`src/rtl/mips_pkg.sv`:
```
// Shared MIPS pipeline definitions: ALU op encodings, opcode/funct
// constants and the EX-stage control bundle.
package mips_pkg;

  localparam logic [2:0] ALU_ADD = 3'b000;
  localparam logic [2:0] ALU_SUB = 3'b001;
  localparam logic [2:0] ALU_AND = 3'b010;
  localparam logic [2:0] ALU_OR  = 3'b011;
  localparam logic [2:0] ALU_SLT = 3'b100;
  localparam logic [2:0] ALU_NOP = 3'b111;

  localparam logic [5:0] OP_RTYPE = 6'h00;
  localparam logic [5:0] OP_J     = 6'h02;
  localparam logic [5:0] OP_BEQ   = 6'h04;
  localparam logic [5:0] OP_BNE   = 6'h05;
  localparam logic [5:0] OP_ADDI  = 6'h08;
  localparam logic [5:0] OP_LW    = 6'h23;
  localparam logic [5:0] OP_SW    = 6'h2b;

  localparam logic [5:0] FN_ADD = 6'h20;
  localparam logic [5:0] FN_SUB = 6'h22;
  localparam logic [5:0] FN_AND = 6'h24;
  localparam logic [5:0] FN_OR  = 6'h25;
  localparam logic [5:0] FN_SLT = 6'h2a;

  typedef struct packed {
    logic       regWrite;
    logic       memToReg;
    logic       memRead;
    logic       memWrite;
    logic       ALUsrc;
    logic [2:0] ALUop;
  } ctrl_t;

  // A bubble and the reset value are the same: no side effects, NOP ALU.
  localparam ctrl_t CTRL_BUBBLE = '{
    regWrite: 1'b0,
    memToReg: 1'b0,
    memRead:  1'b0,
    memWrite: 1'b0,
    ALUsrc:   1'b0,
    ALUop:    ALU_NOP
  };

endpackage

```
`src/rtl/hazard_detect.sv`:
```
// Load-use and branch-operand hazard detection for the ID stage.
// Purely combinational; branches resolve in ID so they need operands early.
module hazard_detect
  import mips_pkg::*;
#(
  parameter int REG_W = 5
) (
  input  logic             rtype_i,
  input  logic             sw_i,
  input  logic             beq_i,
  input  logic             bne_i,
  input  logic             j_i,
  input  logic [REG_W-1:0] rs_i,
  input  logic [REG_W-1:0] rt_i,
  input  logic             ex_memRead_i,
  input  logic             ex_regWrite_i,
  input  logic [REG_W-1:0] ex_dest_i,
  input  logic             exmem_memRead_i,
  input  logic [REG_W-1:0] exmem_rd_i,
  output logic             stall_o
);

  logic uses_rt;
  logic is_br;
  logic m_ex;
  logic m_mem;
  logic load_use;
  logic br_ex;
  logic br_mem;

  assign uses_rt = rtype_i | sw_i | beq_i | bne_i;
  assign is_br   = beq_i | bne_i;

  assign m_ex = (ex_dest_i != '0) &&
                ((ex_dest_i == rs_i) ||
                 (uses_rt && (ex_dest_i == rt_i)));

  assign m_mem = (exmem_rd_i != '0) &&
                 ((exmem_rd_i == rs_i) ||
                  (uses_rt && (exmem_rd_i == rt_i)));

  assign load_use = ex_memRead_i & m_ex;
  assign br_ex    = is_br & ex_regWrite_i & m_ex;
  assign br_mem   = is_br & exmem_memRead_i & m_mem;

  // Jumps carry no register operands; the rs field is garbage for them.
  assign stall_o = ~j_i & (load_use | br_ex | br_mem);

endmodule

```
`src/rtl/id_ex_stage.sv`:
```
// ID/EX pipeline register with bubble insertion driven by hazard_detect.
// Also owns the upstream PC / IF-ID hold and a saturating bubble counter.
module id_ex_stage
  import mips_pkg::*;
#(
  parameter int DATA_W = 32,
  parameter int REG_W  = 5,
  parameter int CNT_W  = 16
) (
  input  logic              clk,
  input  logic              rst,
  input  logic              rtype,
  input  logic              lw,
  input  logic              sw,
  input  logic              beq,
  input  logic              bne,
  input  logic              j,
  input  logic              regWrite,
  input  logic              memToReg,
  input  logic              memRead,
  input  logic              memWrite,
  input  logic              ALUsrc,
  input  logic              regDest,
  input  logic [2:0]        ALUop,
  input  logic [DATA_W-1:0] readData1,
  input  logic [DATA_W-1:0] readData2,
  input  logic [DATA_W-1:0] signExtImm,
  input  logic [REG_W-1:0]  rs,
  input  logic [REG_W-1:0]  rt,
  input  logic [REG_W-1:0]  rd,
  input  logic              exmem_memRead,
  input  logic [REG_W-1:0]  exmem_rd,
  output logic              ex_regWrite,
  output logic              ex_memToReg,
  output logic              ex_memRead,
  output logic              ex_memWrite,
  output logic              ex_ALUsrc,
  output logic [2:0]        ex_ALUop,
  output logic [DATA_W-1:0] ex_readData1,
  output logic [DATA_W-1:0] ex_readData2,
  output logic [DATA_W-1:0] ex_imm,
  output logic [REG_W-1:0]  ex_rs,
  output logic [REG_W-1:0]  ex_rt,
  output logic [REG_W-1:0]  ex_dest,
  output logic              pcWrite,
  output logic              ifidWrite,
  output logic              stall,
  output logic [CNT_W-1:0]  stallCount
);

  ctrl_t             ctrl_in;
  ctrl_t             ctrl_d, ctrl_q;
  logic [REG_W-1:0]  dest_d, dest_q;
  logic [CNT_W-1:0]  cnt_d, cnt_q;
  logic [DATA_W-1:0] rd1_q, rd2_q, imm_q;
  logic [REG_W-1:0]  rs_q, rt_q;
  logic              hz;
  logic              unused_lw;

  assign unused_lw = lw;

  assign ctrl_in = '{
    regWrite: regWrite,
    memToReg: memToReg,
    memRead:  memRead,
    memWrite: memWrite,
    ALUsrc:   ALUsrc,
    ALUop:    ALUop
  };

  hazard_detect #(
    .REG_W (REG_W)
  ) u_hazard (
    .rtype_i         (rtype),
    .sw_i            (sw),
    .beq_i           (beq),
    .bne_i           (bne),
    .j_i             (j),
    .rs_i            (rs),
    .rt_i            (rt),
    .ex_memRead_i    (ctrl_q.memRead),
    .ex_regWrite_i   (ctrl_q.regWrite),
    .ex_dest_i       (dest_q),
    .exmem_memRead_i (exmem_memRead),
    .exmem_rd_i      (exmem_rd),
    .stall_o         (hz)
  );

  always_comb begin
    ctrl_d = ctrl_in;
    dest_d = regDest ? rd : rt;
    cnt_d  = cnt_q;
    if (hz) begin
      ctrl_d = CTRL_BUBBLE;
      dest_d = '0;
      if (cnt_q != '1) begin
        cnt_d = cnt_q + CNT_W'(1);
      end
    end
  end

  // Data fields load even on a bubble: harmless, and keeps them defined.
  always_ff @(posedge clk or posedge rst) begin
    if (rst) begin
      ctrl_q <= CTRL_BUBBLE;
      dest_q <= '0;
      cnt_q  <= '0;
      rd1_q  <= '0;
      rd2_q  <= '0;
      imm_q  <= '0;
      rs_q   <= '0;
      rt_q   <= '0;
    end else begin
      ctrl_q <= ctrl_d;
      dest_q <= dest_d;
      cnt_q  <= cnt_d;
      rd1_q  <= readData1;
      rd2_q  <= readData2;
      imm_q  <= signExtImm;
      rs_q   <= rs;
      rt_q   <= rt;
    end
  end

  assign ex_regWrite  = ctrl_q.regWrite;
  assign ex_memToReg  = ctrl_q.memToReg;
  assign ex_memRead   = ctrl_q.memRead;
  assign ex_memWrite  = ctrl_q.memWrite;
  assign ex_ALUsrc    = ctrl_q.ALUsrc;
  assign ex_ALUop     = ctrl_q.ALUop;
  assign ex_readData1 = rd1_q;
  assign ex_readData2 = rd2_q;
  assign ex_imm       = imm_q;
  assign ex_rs        = rs_q;
  assign ex_rt        = rt_q;
  assign ex_dest      = dest_q;
  assign stall        = hz;
  assign pcWrite      = ~hz;
  assign ifidWrite    = ~hz;
  assign stallCount   = cnt_q;

endmodule

```
`config.mk`:
```
export PLATFORM = sky130hd
export DESIGN_NAME = id_ex_stage
export DESIGN_NICKNAME = d
export VERILOG_FILES = /design/src/rtl/mips_pkg.sv /design/src/rtl/hazard_detect.sv /design/src/rtl/id_ex_stage.sv
export SDC_FILE = /design/constraint.sdc
export NUM_CORES = 1
export LEC_CHECK = 0
export ABC_AREA = 1
export CAP_MARGIN = 20
export CORE_UTILIZATION = 40
export DETAILED_ROUTE_END_ITERATION = 8
export DONT_BUFFER_PORTS = 1
export PLACE_DENSITY = 0.56
export SYNTH_ARGS = -nofsm -noshare
export SYNTH_HDL_FRONTEND = slang
export SYNTH_SLANG_ARGS = --single-unit
```
`constraint.sdc`:
```
create_clock -name clk -period 4.2 [get_ports clk]
set_input_delay 0.42 -clock clk [delete_from_list [all_inputs] [get_ports clk]]
set_output_delay 0.42 -clock clk [all_outputs]
set_load 0.03 [all_outputs]
```
==> summary.md, run 1 <==
| Metric | Value |
|---|---|
| Num CTS Buffers | 17 |
| Synthesized instance count | roughly 400 |
| Post-Synth Simple-Gate Area | between 15 and 20% |
| Complex-gate fraction of the synthesized area | 0.875% |
| # resized after CTS | 0 |
| Synthesized Nets | 526 |
| Final TNS setup | 0 ns |
| Gr ovfl total | 0 |
| Post-Synth XOR/XNOR Area | 3.06% |
| Longest Clk Path Bufs | 2 |
| Drt drc | 0 |
| R2R setup slack | 1.74 ns |
| Worst skew pair latency | approximately 0.40 ns |
| Post-synth ARST share | 100% |
| Top cell type's share of synthesized area | around 72% |
| WP buf/inv | 2 |
| Via Count | between 2,000 and 3,000 |
| Number of setup buffers added after CTS | 0 |
| CP Launch Type | register |
| Largest net degree at the start of global routing | 95 |
| Clock root buffer | clkbuf_16 |
| Layout cells sized above 1 | between 10% and 20% |
| DR iter-0 viols | between 100 and 150 |
| Routed Wire Length | roughly 10,000 µm |
| Post-synth top flop | dfrtp_1 |
| LEAKAGE | 2.63 nW |
| Multiplexer area fraction after synthesis | 0% |
| TritonCTS clock tree | built |
| Worst slack, placed | between 1.5 and 2 ns |
| Largest family of logic cells by synthesized area | simple AND/OR/NAND/NOR gates |
| Crit path from | ex_dest[4]$_DFF_PP0_ |
| IO Count | about 270 |
| Vias in the first global route | 2,654 |
| Drt first pass iters | 5 |
| Syn avg cell area | roughly 12 µm² |
| Worst R2R Path Depth | 11 |
| Most frequent cell after synthesis | dfrtp_1 |
| Final #Nets | approximately 540 |
| Dpl hpwl | ~7800 µm |
| RSZ-0062 raised after global routing | no |
| Via density | 4.83 |
| Core Util, Final | between 40% and 50% |
| Cell variety after synth | 26 |
| Antenna violations before repair | 1 |
| Post-Syn Area | 4580 µm² |
| Quantity of I/O buffers inserted on ports | 0 |
| # diodes | 0 |
| Worst EP required | 3.78 ns |
| Hold Crit Class | input port to asynchronous set/reset pin |
| Worst vdd ir | ~310 µV |
| Minimum clock period after layout | between 3 and 4 ns |
| Clk pin slew, worst setup/hold paths | about 0.060 ns |
| Crit path top cell by count | nand2_1 |
| Synth Warn # | 0 |
| Rel. slew slack | about 46% |
| Worst Setup End Kind | primary output |
| Critical Path End | stall |
| Max Slew Vio Count | 0 |
| Setup slack after layout | between 1 and 1.5 ns |
| Worst EP arrival | 2.64 ns |
| Fill cells | 961 |
| Sequential area share after synthesis | about three quarters |
| Adder-cell share of the synthesized area | less than 1% |
| CP Cell Sequence | inv_1 -> nand2_1 -> nand2_1 -> nor2_1 -> nand3_1 -> nand2_1 -> nand2_1 -> nand2_2 -> nand2_2 -> inv_2 |
| Clk sinks | 135 |
| Slowest cell delay on critical path | 0.56 ns |
| H-tree Lvls | 4 |
| Fin crit share | 72.8% |
| Total global-route track usage | 17.8% |
| Hold_buf cts | 0 |
| R2r startpoint | ex_dest[4]$_DFF_PP0_ |
| CP delay by family, top | simple AND/OR/NAND/NOR gates |
| Path length in cells of the critical path | 10 |
| Site Rows | 38 |
| Type of the worst setup path | register to primary output |
| Storage cell area | between 3000 and 4000 µm² |
| Die H | ~110 µm |
| Crit path max fanout | 18 |
| Final hold vios | 0 |
| Area Overhead vs Synth | 16.9% |
| Total power draw | about 3.2 mW |
| Post-route ant nets | 0 |
| Power per Cell Area | ~600 nW/µm² |
| CP max stage cell | dfrtp_1 |
| Area of the multi-input gates | about 1000 µm² |
| Final setup vio count | 0 |
| WL/cell | about 19 µm |
| Global-route wire length before repair | 14,900 µm |
| Synth top cells by count | dfrtp_1 (132), nand2_1 (110), nor2_1 (38) |
| Gp weighted congestion | about 0.82 |
| Max_cap viols | 0 |
| EDFF count, synth | 0 |
| Starting density of the core | between 40% and 50% |
| Synth top area cells | dfrtp_1 (72%), nand2_1 (9.0%), nor2_1 (3.1%), inv_1 (3.0%), nand4_1 (2.5%) |
| CORE AREA | roughly 11,000 µm² |
| Worst R2R End | ex_memToReg$_DFF_PP0_ |
| Dominant cell type by area after synthesis | dfrtp_1 |
| Worst-Margin Slew | slightly above 0.8 ns |
| Setup Skew | about 0.0055 ns |
| Status | complete, no violations |
| FMAX | around 330 MHz |
| Die Wd | roughly 110 µm |
| Die area | 11,900 µm² |
| Yosys reg bits | around 140 |
[worst register-to-register path: cells and delay by family (launching register included)]
family	cells	cell delay (ns)
buf+inv	2	0.53
flops	1	0.56
simple gates	9	1.26
[cell usage in the layout, fill, tap and decap left out, types with 4 or more instances in the layout]
cell type / instances
xnor2_1: 9
inv_1: 35
nand2_1: 110
a21oi_1: 6
xor2_1: 7
clkbuf_8: 4
nor2_1: 38
clkbuf_16: 17
nand3_1: 8
dfrtp_1: 132
nand4_1: 18
[final cells by class]
class / count / area share (%)
timing repair buffer: 1 / 0.140
multi-input combinational: 209 / 18.8
tap: 140 / 3.27
inverter: 40 / 2.90
sequential: 135 / 63.2
clock buffer: 23 / 9.12
clock inverter: 9 / 2.60
[metal layers]
layer / GRT usage, % / vias to the layer above / wire length, µm
met4: 7.24 / 2 / 75
met3: 8.49 / 6 / 1070
met5: 0 / - / 13
met2: 28.6 / 156 / 5300
li1: - / 1236 / -
met1: 20.3 / 1289 / 4000
[state kept, by name, indices dropped and copies added, names as in the netlist]
register,flops
ex_imm,32
ex_readData1,32
ex_readData2,32
stallCount,16
ex_dest,5
ex_rs,5
ex_rt,5
ex_ALUop,3
ex_ALUsrc,1
ex_memRead,1
ex_memToReg,1
ex_memWrite,1
ex_regWrite,1
[power by group]
part / switching (mW) / total (mW) / internal [mW]
sequential: 0.211 / 1.59 / 1.38
combinational: 0.0837 / 0.120 / 0.0366
clock: 0.521 / 1.52 / 1.00
total: 0.816 / 3.23 / 2.42
[per-stage QoR]
| stage | hold slack (ns) | instance area [µm²] | instances |
|---|---|---|---|
| finish | 0.0361 | 5350 | 557 |
| global route | 0.0168 | 5350 | 557 |
| CTS | 0.0171 | 5350 | 557 |
| detailed placement | 0.451 | 4720 | 525 |
| global placement | 0.451 | 4720 | 525 |
| floorplan | 0.451 | 4580 | 391 |
[how the worst min path moves through the flow]
stage | from | endpoint | slack, ns | cells after the start
floorplan | signExtImm[0] | ex_imm[0]$_DFF_PP0_ | 0.45 | 0
global placement | readData1[29] | ex_readData1[29]$_DFF_PP0_ | 0.45 | 0
detailed placement | readData2[6] | ex_readData2[6]$_DFF_PP0_ | 0.45 | 0
CTS | readData2[9] | ex_readData2[9]$_DFF_PP0_ | 0.02 | 0
global route | readData2[9] | ex_readData2[9]$_DFF_PP0_ | 0.02 | 0
finish | rst | ex_readData2[0]$_DFF_PP0_ | 0.04 | 1
[cells by family (layout without fill, tap and decap cells)]
| kind of cell | count (synthesis) | after routing |
|---|---|---|
| adder cells (fa/ha/maj) | 1 | 1 |
| XOR/XNOR | 16 | 16 |
| buffers and inverters | 47 | 73 |
| AO/OA/AOI/OAI | 8 | 8 |
| flip-flops | 135 | 135 |
| AND/OR/NAND/NOR | 184 | 184 |
Power figures use the tool's default switching activity.
==> run 2: changes to the inputs <==
==> constraint.sdc (replaced) <==
create_clock -name clk -period 2.7 [get_ports clk]
set_input_delay 0.27 -clock clk [delete_from_list [all_inputs] [get_ports clk]]
set_output_delay 0.27 -clock clk [all_outputs]
set_load 0.03 [all_outputs]
==> run 2 against run 1 <==
Net effect:
- the flow now stops in clock tree synthesis (4_1_cts)
- synthesized area stayed put
- synthesized cell count is the same
==> summary.md, run 2 <==
| Metric | Value |
|---|---|
| Status | stopped before the end (was complete, no violations) |
| Last stage | clock tree synthesis (4_1_cts) |
| First Err | [ERROR RSZ-0060] Max buffer count reached. |
| Synth top cells by count | dfrtp_1 (132), nand2_1 (110), nor2_1 (38) (unchanged) |
| Synthesized Nets | 526 (unchanged) |
| Site Rows | 38 (unchanged) |
| Complex-gate fraction of the synthesized area | 0.875% (unchanged) |
| Post-Synth Simple-Gate Area | 17.7% (unchanged) |
| Sequential area share after synthesis | 73.9% (unchanged) |
| Post-Syn Area | 4580 µm² (unchanged) |
| Synth Warn # | 0 (unchanged) |
| Adder-cell share of the synthesized area | 0.273% (unchanged) |
| Dpl hpwl | 7890 µm (was 7770 µm) |
| Dominant cell type by area after synthesis | dfrtp_1 (unchanged) |
| Post-synth ARST share | 100% (unchanged) |
| Gp weighted congestion | 0.844 (was 0.821) |
| Longest Clk Path Bufs | 2 (unchanged) |
| Synth top area cells | dfrtp_1 (72%), nand2_1 (9.0%), nor2_1 (3.1%), inv_1 (3.0%), nand4_1 (2.5%) (unchanged) |
| Largest family of logic cells by synthesized area | simple AND/OR/NAND/NOR gates (unchanged) |
| Worst slack, placed | 0.487 ns (was 1.55 ns) |
| Post-Synth XOR/XNOR Area | 3.06% (unchanged) |
| Yosys reg bits | 135 (unchanged) |
| Number of setup buffers added after CTS | 0 (unchanged) |
| Die Wd | 109 µm (unchanged) |
| Post-synth top flop | dfrtp_1 (unchanged) |
| # resized after CTS | 0 (unchanged) |
| Synthesized instance count | 391 (unchanged) |
| Syn avg cell area | 11.7 µm² (unchanged) |
| Num CTS Buffers | 17 (unchanged) |
| Clock root buffer | clkbuf_16 (unchanged) |
| Multiplexer area fraction after synthesis | 0% (unchanged) |
| Top cell type's share of synthesized area | 72.2% (unchanged) |
| Die H | 109 µm (unchanged) |
| IO Count | 272 (unchanged) |
| EDFF count, synth | 0 (unchanged) |
| Cell variety after synth | 26 (unchanged) |
| H-tree Lvls | 4 (unchanged) |
| Quantity of I/O buffers inserted on ports | 0 (unchanged) |
| Most frequent cell after synthesis | dfrtp_1 (unchanged) |
| Hold_buf cts | 113 (was 0) |
| Starting density of the core | 41.7% (unchanged) |
| Clk sinks | 135 (unchanged) |
| DP Area | 4760 µm² (was 4720 µm²) |
## run 2: cell families after synthesis
logic type | count (synthesis)
adder cells (fa/ha/maj) | 1
flip-flops | 135
AND/OR/NAND/NOR | 184
AO/OA/AOI/OAI | 8
XOR/XNOR | 16
buffers and inverters | 47
## run 2: through the flow
stage	cells	hold slack, ns
2_1_floorplan	391	0.301
3_3_place_gp	528	0.301
3_5_place_dp	528	0.301
==> run 3: changes to the inputs <==
--- a/config.mk
+++ b/config.mk
@@ -7,10 +7,10 @@
 export LEC_CHECK = 0
 export ABC_AREA = 1
 export CAP_MARGIN = 20
-export CORE_UTILIZATION = 40
+export CORE_UTILIZATION = 25
 export DETAILED_ROUTE_END_ITERATION = 8
 export DONT_BUFFER_PORTS = 1
-export PLACE_DENSITY = 0.56
+export PLACE_DENSITY_LB_ADDON = 0.15
 export SYNTH_ARGS = -nofsm -noshare
 export SYNTH_HDL_FRONTEND = slang
 export SYNTH_SLANG_ARGS = --single-unit
==> constraint.sdc (replaced) <==
create_clock -name clk -period 3.5 [get_ports clk]
set_input_delay 0.35 -clock clk [delete_from_list [all_inputs] [get_ports clk]]
set_output_delay 0.35 -clock clk [all_outputs]
set_load 0.03 [all_outputs]
==> run 3 against run 2 <==
Net effect:
- the flow now finishes without violations
==> summary.md, run 3 (same netlist as run 1, synthesis figures left out) <==
| Metric | Value |
|---|---|
| Drt drc | 0 |
| Largest net degree at the start of global routing | 136 |
| Commonest non-fill, non-tap cell in the layout | dfrtp_1 |
| NetSw | between 1 and 1.5 mW |
| Num CTS Buffers | 17 (unchanged) |
| WL/cell | 17.2 µm |
| LEAKAGE | 3.06 nW |
| Power per Cell Area | 598 nW/µm² |
| RSZ-0062 raised after global routing | no |
| Part of the power in combinational logic | under 10% |
| Cell internal pwr | around 2.8 mW |
| Clk sinks | 135 (unchanged) |
| Gp weighted congestion | 0.767 (was 0.844) |
| CORE AREA | about 18,000 µm² |
| Site Rows | 49 (was 38) |
| DR iter-0 viols | between 100 and 150 |
| Global-route wire length before repair | around 18,000 µm |
| # resized after CTS | 0 (unchanged) |
| Worst EP required | between 3 and 4 ns |
| Worst-Margin Slew | 0.730 ns |
| Gr ovfl total | 0 |
| Worst Setup End Kind | primary output |
| TritonCTS clock tree | built |
| Final #Nets | 648 |
| CP Launch Type | register |
| Status | complete, no violations (was stopped before the end) |
| Die area | around 19,000 µm² |
| Area Overhead vs Synth | 42.2% |
| H-tree Lvls | 4 (unchanged) |
| Reg power frac | between 40 and 50% |
| Longest Clk Path Bufs | 2 (unchanged) |
| Via Count | about 3,200 |
| Crit path max fanout | 11 |
| Net Sw Frac | roughly 29% |
| Clk pin slew, worst setup/hold paths | about 0.06 ns |
| Quantity of I/O buffers inserted on ports | 0 (unchanged) |
| Dpl hpwl | 9220 µm (was 7890 µm) |
| FMAX | 370 MHz |
| Drt first pass iters | 4 |
| Minimum clock period after layout | 2.70 ns |
| Worst vdd ir | around 440 µV |
| Type of the worst setup path | register to primary output |
| Vias in the first global route | between 3,000 and 4,000 |
| Clock root buffer | clkbuf_16 (unchanged) |
| Hold Crit Class | input port to asynchronous set/reset pin |
| Total global-route track usage | 13.6% |
| Starting density of the core | 25.5% (was 41.7%) |
| Die H | 137 µm (was 109 µm) |
| Setup Skew | between 0.006 and 0.007 ns |
| Max Slew Vio Count | 0 |
| Layout cells sized above 1 | around a tenth |
| Rel. slew slack | 51.3% |
| Most frequent cells in the layout | dfrtp_1 (132), nand2_1 (110), dlygate4sd3_1 (108), nor2_1 (38), inv_1 (35) |
| Final setup vio count | 0 |
| Max_cap viols | 0 |
| Worst EP arrival | roughly 2.4 ns |
| Worst skew pair latency | between 0.4 and 0.5 ns |
| Final TNS setup | 0 ns |
| Post-route ant nets | 0 |
| Placed Cells | 615 (was 528) |
| IO Count | 272 (unchanged) |
| Core Util, Final | approximately 36% |
| Antenna violations before repair | 1 |
| Routed Wire Length | between 10,000 and 15,000 µm |
| Via density | between 4 and 5 |
| Clock power share | roughly 45% |
| Die Wd | 137 µm (was 109 µm) |
| Final hold vios | 0 |
| Fin crit share | 77.2% |
| Non-Filler Instances | approximately 760 |
run 3: final timing paths:
check | endpoint | from | slack (ns) | cells after the start
worst min-delay path | ex_dest[3]$_DFF_PP0_ | rst | 0.0003 | 2
worst max-delay path | stall | ex_dest[1]$_DFF_PP0_ | 0.80 | 10
max in group asynchronous | stallCount[2]$_DFFE_PP0P_ | rst | 2.94 | 2
min in group clk | ex_ALUop[0]$_DFF_PP1_ | ALUop[0] | 0.02 | 2
worst min register to register | stallCount[15]$_DFFE_PP0P_ | stallCount[15]$_DFFE_PP0P_ | 0.71 | 2
worst max register to register | stallCount[12]$_DFFE_PP0P_ | stallCount[0]$_DFFE_PP0P_ | 1.25 | 9
run 3: stage by stage:
step,power (mW),hold slack (ns),worst slack (ns),area (µm²)
6_report,3.89,0.000280,0.799,6510
3_5_place_dp,2.09,0.381,1.19,4850
5_1_grt,4.06,0.0169,0.601,6510
2_1_floorplan,2.03,0.381,1.46,4580
3_3_place_gp,2.09,0.381,1.22,4850
4_1_cts,3.95,0.00280,0.737,6500
run 3: layout make-up:
| type | count | area (µm²) |
|---|---|---|
| timing repair buffer | 110 | 1110 |
| fill | 1753 | 11500 |
| clock inverter | 14 | 140 |
| tap | 229 | 287 |
| clock buffer | 18 | 429 |
| inverter | 40 | 154 |
| multi-input combinational | 209 | 1000 |
| sequential | 135 | 3380 |
| antenna | 1 | 2.50 |
run 3: critical path, stage by stage, from the launching register on:
cell     delay [ns]
dfrtp_1        0.63
inv_1          0.12
nand2_1        0.08
nand2_1        0.05
nor2_1         0.10
nand3_1        0.07
nand2_1        0.08
nand2_1        0.06
nand2_2        0.09
nand2_2        0.25
inv_2          0.39
run 3: per-layer routing:
metal | vias up | share of wire (%) | global-route usage [%]
li1 | 1456 | - | -
met1 | 1544 | 37 | 14.4
met2 | 155 | 52 | 23.4
met3 | 6 | 9.7 | 5.96
met4 | 0 | 0.95 | 5.62
met5 | - | 0 | 0
run 3: power by group through the flow:
stage	clock network (mW)	logic (mW)	registers, mW
after floorplan	0	0.124	1.91
after detailed placement	0	0.154	1.94
after global placement	0	0.152	1.94
after CTS	1.79	0.258	1.91
final	1.73	0.252	1.91
after global routing	1.86	0.284	1.92
run 3: repair_timing:
item | in CTS | in global routing
hold buffers | 108 | 0
buffers inserted | 0 | 0
hold endpoints to repair | 108 | 0
